File: config.mk
export PLATFORM = sky130hd
export DESIGN_NAME = drp_adc_responder
export DESIGN_NICKNAME = d
export VERILOG_FILES = /design/src/rtl/drp_adc_pkg.sv /design/src/rtl/drp_adc_conv_engine.sv /design/src/rtl/drp_adc_responder.sv
export SDC_FILE = /design/constraint.sdc
export NUM_CORES = 1
export LEC_CHECK = 0
export CAP_MARGIN = 20
export CORE_MARGIN = 4
export CORE_UTILIZATION = 50
export DETAILED_ROUTE_END_ITERATION = 8
export HOLD_SLACK_MARGIN = 0.06
export PLACE_DENSITY = 0.76
export SYNTH_ARGS = -nofsm -noshare
export SYNTH_HDL_FRONTEND = slang
export SYNTH_HIERARCHICAL = 1
export SYNTH_SLANG_ARGS = --single-unit
export TNS_END_PERCENT = 30
File: constraint.sdc
create_clock -name clk -period 3.2 [get_ports clk]
set_input_delay 0.8 -clock clk [delete_from_list [all_inputs] [get_ports clk]]
set_output_delay 0.8 -clock clk [all_outputs]
set_load 0.02 [all_outputs]
File: src/rtl/drp_adc_pkg.sv
// Shared address map, FSM encodings and result formatting for the DRP ADC responder.
package drp_adc_pkg;

  localparam logic [6:0] ADDR_VPVN   = 7'h03;
  localparam logic [6:0] ADDR_STATUS = 7'h3F;
  localparam logic [6:0] ADDR_CFG0   = 7'h40;
  localparam logic [6:0] ADDR_CFG1   = 7'h41;
  localparam logic [6:0] ADDR_CFG2   = 7'h42;

  typedef enum logic [1:0] {
    C_IDLE = 2'd0,
    C_BUSY = 2'd1,
    C_EOC  = 2'd2
  } conv_state_e;

  typedef enum logic {
    D_IDLE = 1'b0,
    D_WAIT = 1'b1
  } drp_state_e;

  // 12-bit samples are left-justified in the 16-bit result word.
  function automatic logic [15:0] vpvn_word(input logic [11:0] sample);
    return {sample, 4'b0000};
  endfunction

endpackage

File: src/rtl/drp_adc_conv_engine.sv
// Conversion sequencer: timed BUSY window, one-cycle EOC, result latch and overrun flag.
module drp_adc_conv_engine
  import drp_adc_pkg::*;
#(
  parameter int CONV_CYCLES = 26
) (
  input  logic        clk,
  input  logic        rst,
  input  logic        convst,
  input  logic        mux_sel,
  input  logic [11:0] sample_a_in,
  input  logic [11:0] sample_b_in,
  input  logic        ovr_clr,
  output logic        busy,
  output logic        eoc,
  output logic [15:0] reg03,
  output logic        ovr
);

  localparam int CW = (CONV_CYCLES > 1) ? $clog2(CONV_CYCLES) : 1;

  conv_state_e state_q, state_d;
  logic [CW-1:0] cnt_q, cnt_d;
  logic [15:0]   reg03_q, reg03_d;
  logic          ovr_q, ovr_d;
  logic          ovr_set;

  always_comb begin
    state_d = state_q;
    cnt_d   = cnt_q;
    reg03_d = reg03_q;
    ovr_set = 1'b0;
    case (state_q)
      C_IDLE: begin
        if (convst) begin
          state_d = C_BUSY;
          cnt_d   = CW'(CONV_CYCLES - 1);
        end
      end
      C_BUSY: begin
        ovr_set = convst;
        if (cnt_q == '0) begin
          state_d = C_EOC;
          reg03_d = vpvn_word(mux_sel ? sample_b_in : sample_a_in);
        end else begin
          cnt_d = cnt_q - CW'(1);
        end
      end
      C_EOC:   state_d = C_IDLE;
      default: state_d = C_IDLE;
    endcase
    // A new overrun on the clearing edge must not be lost, so set dominates.
    ovr_d = (ovr_q & ~ovr_clr) | ovr_set;
  end

  // NOTE: state registers use non-blocking assignments so every flop samples
  // pre-edge values; blocking here would create order-dependent simulation.
  always_ff @(posedge clk) begin
    if (rst) begin
      state_q <= C_IDLE;
      cnt_q   <= '0;
      reg03_q <= '0;
      ovr_q   <= 1'b0;
    end else begin
      state_q <= state_d;
      cnt_q   <= cnt_d;
      reg03_q <= reg03_d;
      ovr_q   <= ovr_d;
    end
  end

  assign busy  = (state_q == C_BUSY);
  assign eoc   = (state_q == C_EOC);
  assign reg03 = reg03_q;
  assign ovr   = ovr_q;

endmodule

File: src/rtl/drp_adc_responder.sv
// ADC macro stand-in: DRP register access FSM and register map around the conversion engine.
module drp_adc_responder
  import drp_adc_pkg::*;
#(
  parameter int          CONV_CYCLES  = 26,
  parameter int          READ_LATENCY = 2,
  parameter logic [15:0] INIT_CFG0    = 16'h8203,
  parameter logic [15:0] INIT_CFG1    = 16'h313F,
  parameter logic [15:0] INIT_CFG2    = 16'h0A00
) (
  input  logic        clk,
  input  logic        rst,
  input  logic        convst,
  input  logic        mux_sel,
  input  logic [11:0] sample_a_in,
  input  logic [11:0] sample_b_in,
  input  logic        den,
  input  logic        dwe,
  input  logic [6:0]  daddr,
  input  logic [15:0] di,
  output logic [15:0] do_out,
  output logic        drdy,
  output logic        busy,
  output logic        eoc
);

  localparam int LW = (READ_LATENCY > 1) ? $clog2(READ_LATENCY) : 1;

  drp_state_e  d_state_q, d_state_d;
  logic [LW-1:0] d_cnt_q, d_cnt_d;
  logic [6:0]  addr_q, addr_d;
  logic        dwe_q, dwe_d;
  logic [15:0] di_q, di_d;
  logic [15:0] cfg0_q, cfg0_d, cfg1_q, cfg1_d, cfg2_q, cfg2_d;
  logic        err_q, err_d;
  logic [15:0] reg03;
  logic        ovr;
  logic        status_clr;
  logic [15:0] rd_data;

  drp_adc_conv_engine #(
    .CONV_CYCLES (CONV_CYCLES)
  ) u_conv (
    .clk         (clk),
    .rst         (rst),
    .convst      (convst),
    .mux_sel     (mux_sel),
    .sample_a_in (sample_a_in),
    .sample_b_in (sample_b_in),
    .ovr_clr     (status_clr),
    .busy        (busy),
    .eoc         (eoc),
    .reg03       (reg03),
    .ovr         (ovr)
  );

  always_comb begin
    d_state_d = d_state_q;
    d_cnt_d   = d_cnt_q;
    addr_d    = addr_q;
    dwe_d     = dwe_q;
    di_d      = di_q;
    cfg0_d    = cfg0_q;
    cfg1_d    = cfg1_q;
    cfg2_d    = cfg2_q;

    // drdy is decoded from state so it lands exactly READ_LATENCY cycles after den.
    drdy = (d_state_q == D_WAIT) && (d_cnt_q == '0);

    case (addr_q)
      ADDR_VPVN:   rd_data = reg03;
      ADDR_STATUS: rd_data = {14'b0, err_q, ovr};
      ADDR_CFG0:   rd_data = cfg0_q;
      ADDR_CFG1:   rd_data = cfg1_q;
      ADDR_CFG2:   rd_data = cfg2_q;
      default:     rd_data = '0;
    endcase

    do_out     = (drdy && !dwe_q) ? rd_data : '0;
    status_clr = drdy && !dwe_q && (addr_q == ADDR_STATUS);
    err_d      = (err_q & ~status_clr) | (den && (d_state_q == D_WAIT));

    case (d_state_q)
      D_IDLE: begin
        if (den) begin
          d_state_d = D_WAIT;
          d_cnt_d   = LW'(READ_LATENCY - 1);
          addr_d    = daddr;
          dwe_d     = dwe;
          di_d      = di;
        end
      end
      D_WAIT: begin
        if (d_cnt_q == '0) begin
          d_state_d = D_IDLE;
          if (dwe_q) begin
            case (addr_q)
              ADDR_CFG0: cfg0_d = di_q;
              ADDR_CFG1: cfg1_d = di_q;
              ADDR_CFG2: cfg2_d = di_q;
              default:   ;
            endcase
          end
        end else begin
          d_cnt_d = d_cnt_q - LW'(1);
        end
      end
      default: d_state_d = D_IDLE;
    endcase
  end

  always_ff @(posedge clk) begin
    if (rst) begin
      d_state_q <= D_IDLE;
      d_cnt_q   <= '0;
      addr_q    <= '0;
      dwe_q     <= 1'b0;
      di_q      <= '0;
      cfg0_q    <= INIT_CFG0;
      cfg1_q    <= INIT_CFG1;
      cfg2_q    <= INIT_CFG2;
      err_q     <= 1'b0;
    end else begin
      d_state_q <= d_state_d;
      d_cnt_q   <= d_cnt_d;
      addr_q    <= addr_d;
      dwe_q     <= dwe_d;
      di_q      <= di_d;
      cfg0_q    <= cfg0_d;
      cfg1_q    <= cfg1_d;
      cfg2_q    <= cfg2_d;
      err_q     <= err_d;
    end
  end

endmodule

* Word level (Yosys, flattened, before mapping) *
Cells that the tools add are included.

cells by class
  bitwise operators = 7
  muxes and demuxes = 16
  add/subtract/negate cells = 2
  reductions and logical operators = 15
  eq/ne operators = 11

operators by type and width
  operator                                                             number
  16-bit one-hot mux with 5 select lines                               1
  7-bit == test (second input constant)                                3
  16-bit two-way mux                                                   1
  12-bit two-way mux                                                   1
  4-bit AND reduction                                                  3
  5-bit two-way mux                                                    2
  5-bit one-hot mux with 2 select lines                                1
  7-bit by 2-bit == test with 1-bit output (second input constant)     1
  7-bit by 6-bit == test with 1-bit output (second input constant)     1
  2-bit != test (second input constant)                                3
  2-bit AND reduction                                                  3
  5-bit logical NOT                                                    1
  1-bit two-way mux                                                    5
  5-bit by 1-bit subtractor with 5-bit output (second input constant)  1
  1-bit logical AND                                                    4
  2-bit two-way mux                                                    2
  1-bit one-hot mux with 2 select lines                                2
  2-bit one-hot mux with 2 select lines                                1
  1-bit inverter                                                       3
  3-bit AND reduction                                                  1
  1-bit bitwise AND                                                    2
  2-bit by 1-bit == test with 1-bit output (second input constant)     1
  2-bit == test (second input constant)                                1
  2-bit logical NOT                                                    1
  5 further kinds                                                      6

word-level totals
  output and inout port bits = 19
  bits in registers = 95

* Longest topological paths before layout *
  word-level depth = 7
  depth in mapped cells = 7

* Cells and area by module *
Netlist, hierarchy kept.

modules (own cells, without submodules)
  module               area each (um^2)  cells an instance  times used  sequential area each (um^2)
  drp_adc_responder    3318.2            408                1           1501.4
  drp_adc_conv_engine  988.4             102                1           400.4

* Worst setup path after synthesis *
OpenSTA, ideal clock, no wires.

  path kind = reg-to-output
  from = register addr_q[4]
  to = output do_out[13]
  arrival time = 1.799 ns
  path buffers = 2
  slack = 0.601 ns
  cell stages (with the launch flop) = 7
  required time = 2.400 ns
  path through = dfxtp_1 -> or4_1 -> buf_2 -> or2_2 -> clkbuf_1 -> o22ai_1 -> and2_1

on the way
  word-level cells in the longest chain between the ends = 3
  elaborated cells between the ends (all ways) = 7

RTL lines
  item                                        line                      text
  from (decl)                                 drp_adc_responder.sv:31   logic [6:0] addr_q, addr_d;
  from (signal assigned)                      drp_adc_responder.sv:126  addr_q <= addr_d;
  7-bit == test (tied with other cells)       drp_adc_responder.sv:70   case (addr_q)
  16-bit one-hot mux with 5 select lines (*)  drp_adc_responder.sv:70
  16-bit two-way mux (*)                      drp_adc_responder.sv:79   do_out = (drdy && !dwe_q) ? rd_data : '0;
  to (decl)                                   drp_adc_responder.sv:21   output logic [15:0] do_out,

Every way passes the cells marked *; elsewhere a longest branch is shown, timed or not.

* Final worst setup path *
  from = register addr_q[4]
  to = output do_out[0]

The elaborated chain is that of the path after synthesis.

==> impl_metrics.tcl <==
set metrics [dict create \
    yosysMostFrequentCell "nand2_1" \
    use_met3_pct 3.46 \
    clockBufferDepth 2 \
    worstSetupStartpointType "register" \
    clock-sinks 95 \
    cp.arrival_ns 2.26 \
    path_cells "or4_1, buf_4, nor2_1, a222oi_1, nor2b_1, dlygate4sd2_1" \
    yosys-top-cells-count "109 x nand2_1, 95 x dfxtp_1, 62 x a21oi_1" \
    synth-edff-count 0 \
    clockRootBuffer "clkbuf_8" \
    synth_top_area_share_pct 44.2 \
    worst_slew_pin_slew_ns 0.902 \
    crit_required_ns 2.40 \
    cts_tree "done" \
    fin_area_um2 5250 \
    rr_startpoint "addr_q[4]" \
    dieArea_um2 10200 \
    status "completed" \
    drt_iter0_drc 224 \
    finalNetCount 618 \
    worstRegToRegCells 4 \
    place.gp.congestion 0.837 \
    via_per_inst 5.54 \
    vias 3731 \
    numCtsBuffers 9 \
    ioPinCount 72 \
    core-area_um2 8300 \
    r2r_end "cfg0_q[9]" \
    ys_seq_area_share_pct 44.2 \
    antenna_cells 0 \
    peakVddDrop_uv 255 \
    num_rows 33 \
    insertion_delay_ns 0.35 \
    grt_pass1_wl_um 17000 \
    leakagePower_nw 2.06 \
    hold_ws_ns 0.460 \
    multi_input_area_um2 2180 \
    grt_max_degree 63 \
    antenna_found_initial 0 \
    synthCells 510 \
    r2r_slack_ns 0.87 \
    finalCritPeriodShare_pct 95.7 \
    clock_skew_ns 0.00689 \
    grt_usage_pct 20.8 \
    synth_ff_type "dfxtp_1" \
    drv_cap 0 \
    place_area_um2 5070 \
    die_w_um 101 \
    grt_overflow 0 \
    drive_gt1_share_pct 7.38 \
    grt_pass1_vias 3584 \
    netlist_area_um2 4310 \
    crit_fanout 17 \
    regArea_um2 1900 \
    htree_levels 3 \
    grt_use_met2_pct 33.2 \
    finalSetupViolCount 0 \
    wl_per_cell_um 15.4 \
    drt-total-wl_um 10400 \
    grt_setup_unrepaired "false" \
    ys_ff_latch 95 \
    ys_types 45 \
    fmax_mhz 326 \
    cpPeakStageDelay_ns 0.57 \
    drc 0 \
    post-route-min-period_ns 3.06 \
    drtPass1Iterations 4 \
    path_clk_slew_ns 0.10 \
    slowest_stage "or4_1" \
    endpoint_kind "primary output" \
    area_delta_synth_final_pct 22.0 \
    io_buffer_count 71 \
    syn_avg_cell_area_um2 8.44 \
    hold_violations 0 \
    max-slew-margin-rel_pct 39.9 \
    dp.cells 658 \
    synth_async_sr_flop_share_pct 0 \
    path_class "register to primary output" \
    grt_util_met1_pct 28.4 \
    start_util_pct 51.9 \
    hpwl_um 7310 \
    finalNonFillerCells 674 \
    die_h_um 101 \
    fin_total_pwr_mw 2.36 \
    yosysTopAreaCell "dfxtp_1" \
    n_fill_cell 729 \
    power.density_nw_per_um2 449 \
    synth_warnings 6 \
    hp-class "register to register" \
    endpoint "do_out[0]" \
    crit_start "addr_q[4]" \
    synthTopCellsByArea "dfxtp_1 44%, nand2_1 9.5%, mux2i_1 9.1%, a21oi_1 7.2%, clkbuf_1 2.6%" \
    slew_violations 0 \
    grt_busiest_layer "met2" \
    ctsHoldBuffers 0 \
    ant_nets 0 \
    post-cts-setup-buffers 0 \
]
-- metal layers --
metal,routed length (µm),share of wire (%)
met1,4880,47
met2,4530,44
met3,742,7.1
met4,225,2.2
met5,0,0
-- state kept, by name (all words and copies together), names as in the netlist --
register and count:
d_cnt_q 1, dwe_q 1, addr_q 7, u_conv/reg03 12
err_q 1, u_conv/ovr 1, u_conv/state_q 2, di_q 16
cfg0_q 16, u_conv/cnt_q 5, cfg1_q 16, d_state_q 1
cfg2_q 16
-- how the worst min path moves through the flow --
stage / from / endpoint / slack (ns) / cells past startpoint
after detailed placement: cfg2_q[12] / cfg2_q[12] / 0.45 / 2
after floorplan: cfg1_q[0] / cfg1_q[0] / 0.43 / 1
after CTS: cfg2_q[12] / cfg2_q[12] / 0.46 / 2
after global routing: cfg1_q[10] / cfg1_q[10] / 0.49 / 2
final: cfg2_q[12] / cfg2_q[12] / 0.46 / 2
after global placement: cfg1_q[0] / cfg1_q[0] / 0.44 / 1
-- cells by family (layout without fill, tap and decap cells) --
logic type,Yosys count,count (layout),share of synthesized area [%]
adders and majority gates,1,1,0.290
and+or+nand+nor,197,197,21.5
buffers and inverters,53,109,5.81
AOI/OAI and AO/OA,121,121,18.2
other,1,4,0.0871
muxes,42,42,9.94
DFF,95,95,44.2
-- critical path, delay by kind of cell, from the launching register on --
kind,cells,cell delay [ns]
buf+inv,2,0.57
flops,1,0.35
compound gates,1,0.13
simple gates,3,0.86
-- stage by stage --
stage / worst slack [ns] / utilization, % / setup TNS, ns
after floorplan: 0.601 / - / 0
after detailed placement: 0.200 / 61.1 / 0
after global routing: 0.0198 / 63.3 / 0
after CTS: -0.121 / 63.3 / -0.121
final: 0.136 / 63.3 / 0
after global placement: 0.221 / 61.1 / 0
-- cells in the final DEF (no fill, tap or decap), drive strengths merged, types with 2 or more instances in the layout --
cell type      instances
nand3                  3
nor2                  30
mux2i                 39
a22oi                 14
nand2                109
and2                  15
nand3b                11
a211oi                12
a22o                   2
o21ai                  3
nor2b                  5
a211o                  8
clkinvlp               2
or4                    2
mux2                   3
dlygate4sd2           15
inv                   12
clkdlybuf4s50         54
o22ai                 14
nand2b                 2
and3b                  5
buf                   14
dfxtp                 95
clkbuf                10
conb                   4
a222oi                 2
a21oi                 62
nor3                   5
and3                   2
-- report_power, final --
part	switching (mW)	leakage, nW	internal, mW
logic	0.168	1.20	0.166
registers	0.0506	0.773	1.23
clock network	0.428	0.0914	0.316
-- area by class of cell --
type | count | share of cell area, %
Clock inverter | 6 | 1.00
Inverter | 9 | 0.643
Multi-Input combinational cell | 365 | 41.6
Tap cell | 105 | 2.50
Timing Repair Buffer | 84 | 15.5
Clock buffer | 10 | 2.62
Sequential cell | 95 | 36.2
-- repair_timing --
action / 4_1_cts / 5_1_grt
endpoints found under the setup margin: 16 / 1
gates resized for setup: 18 / 1
gates cloned: 0 / 0
(Power assumes the default switching activity.)
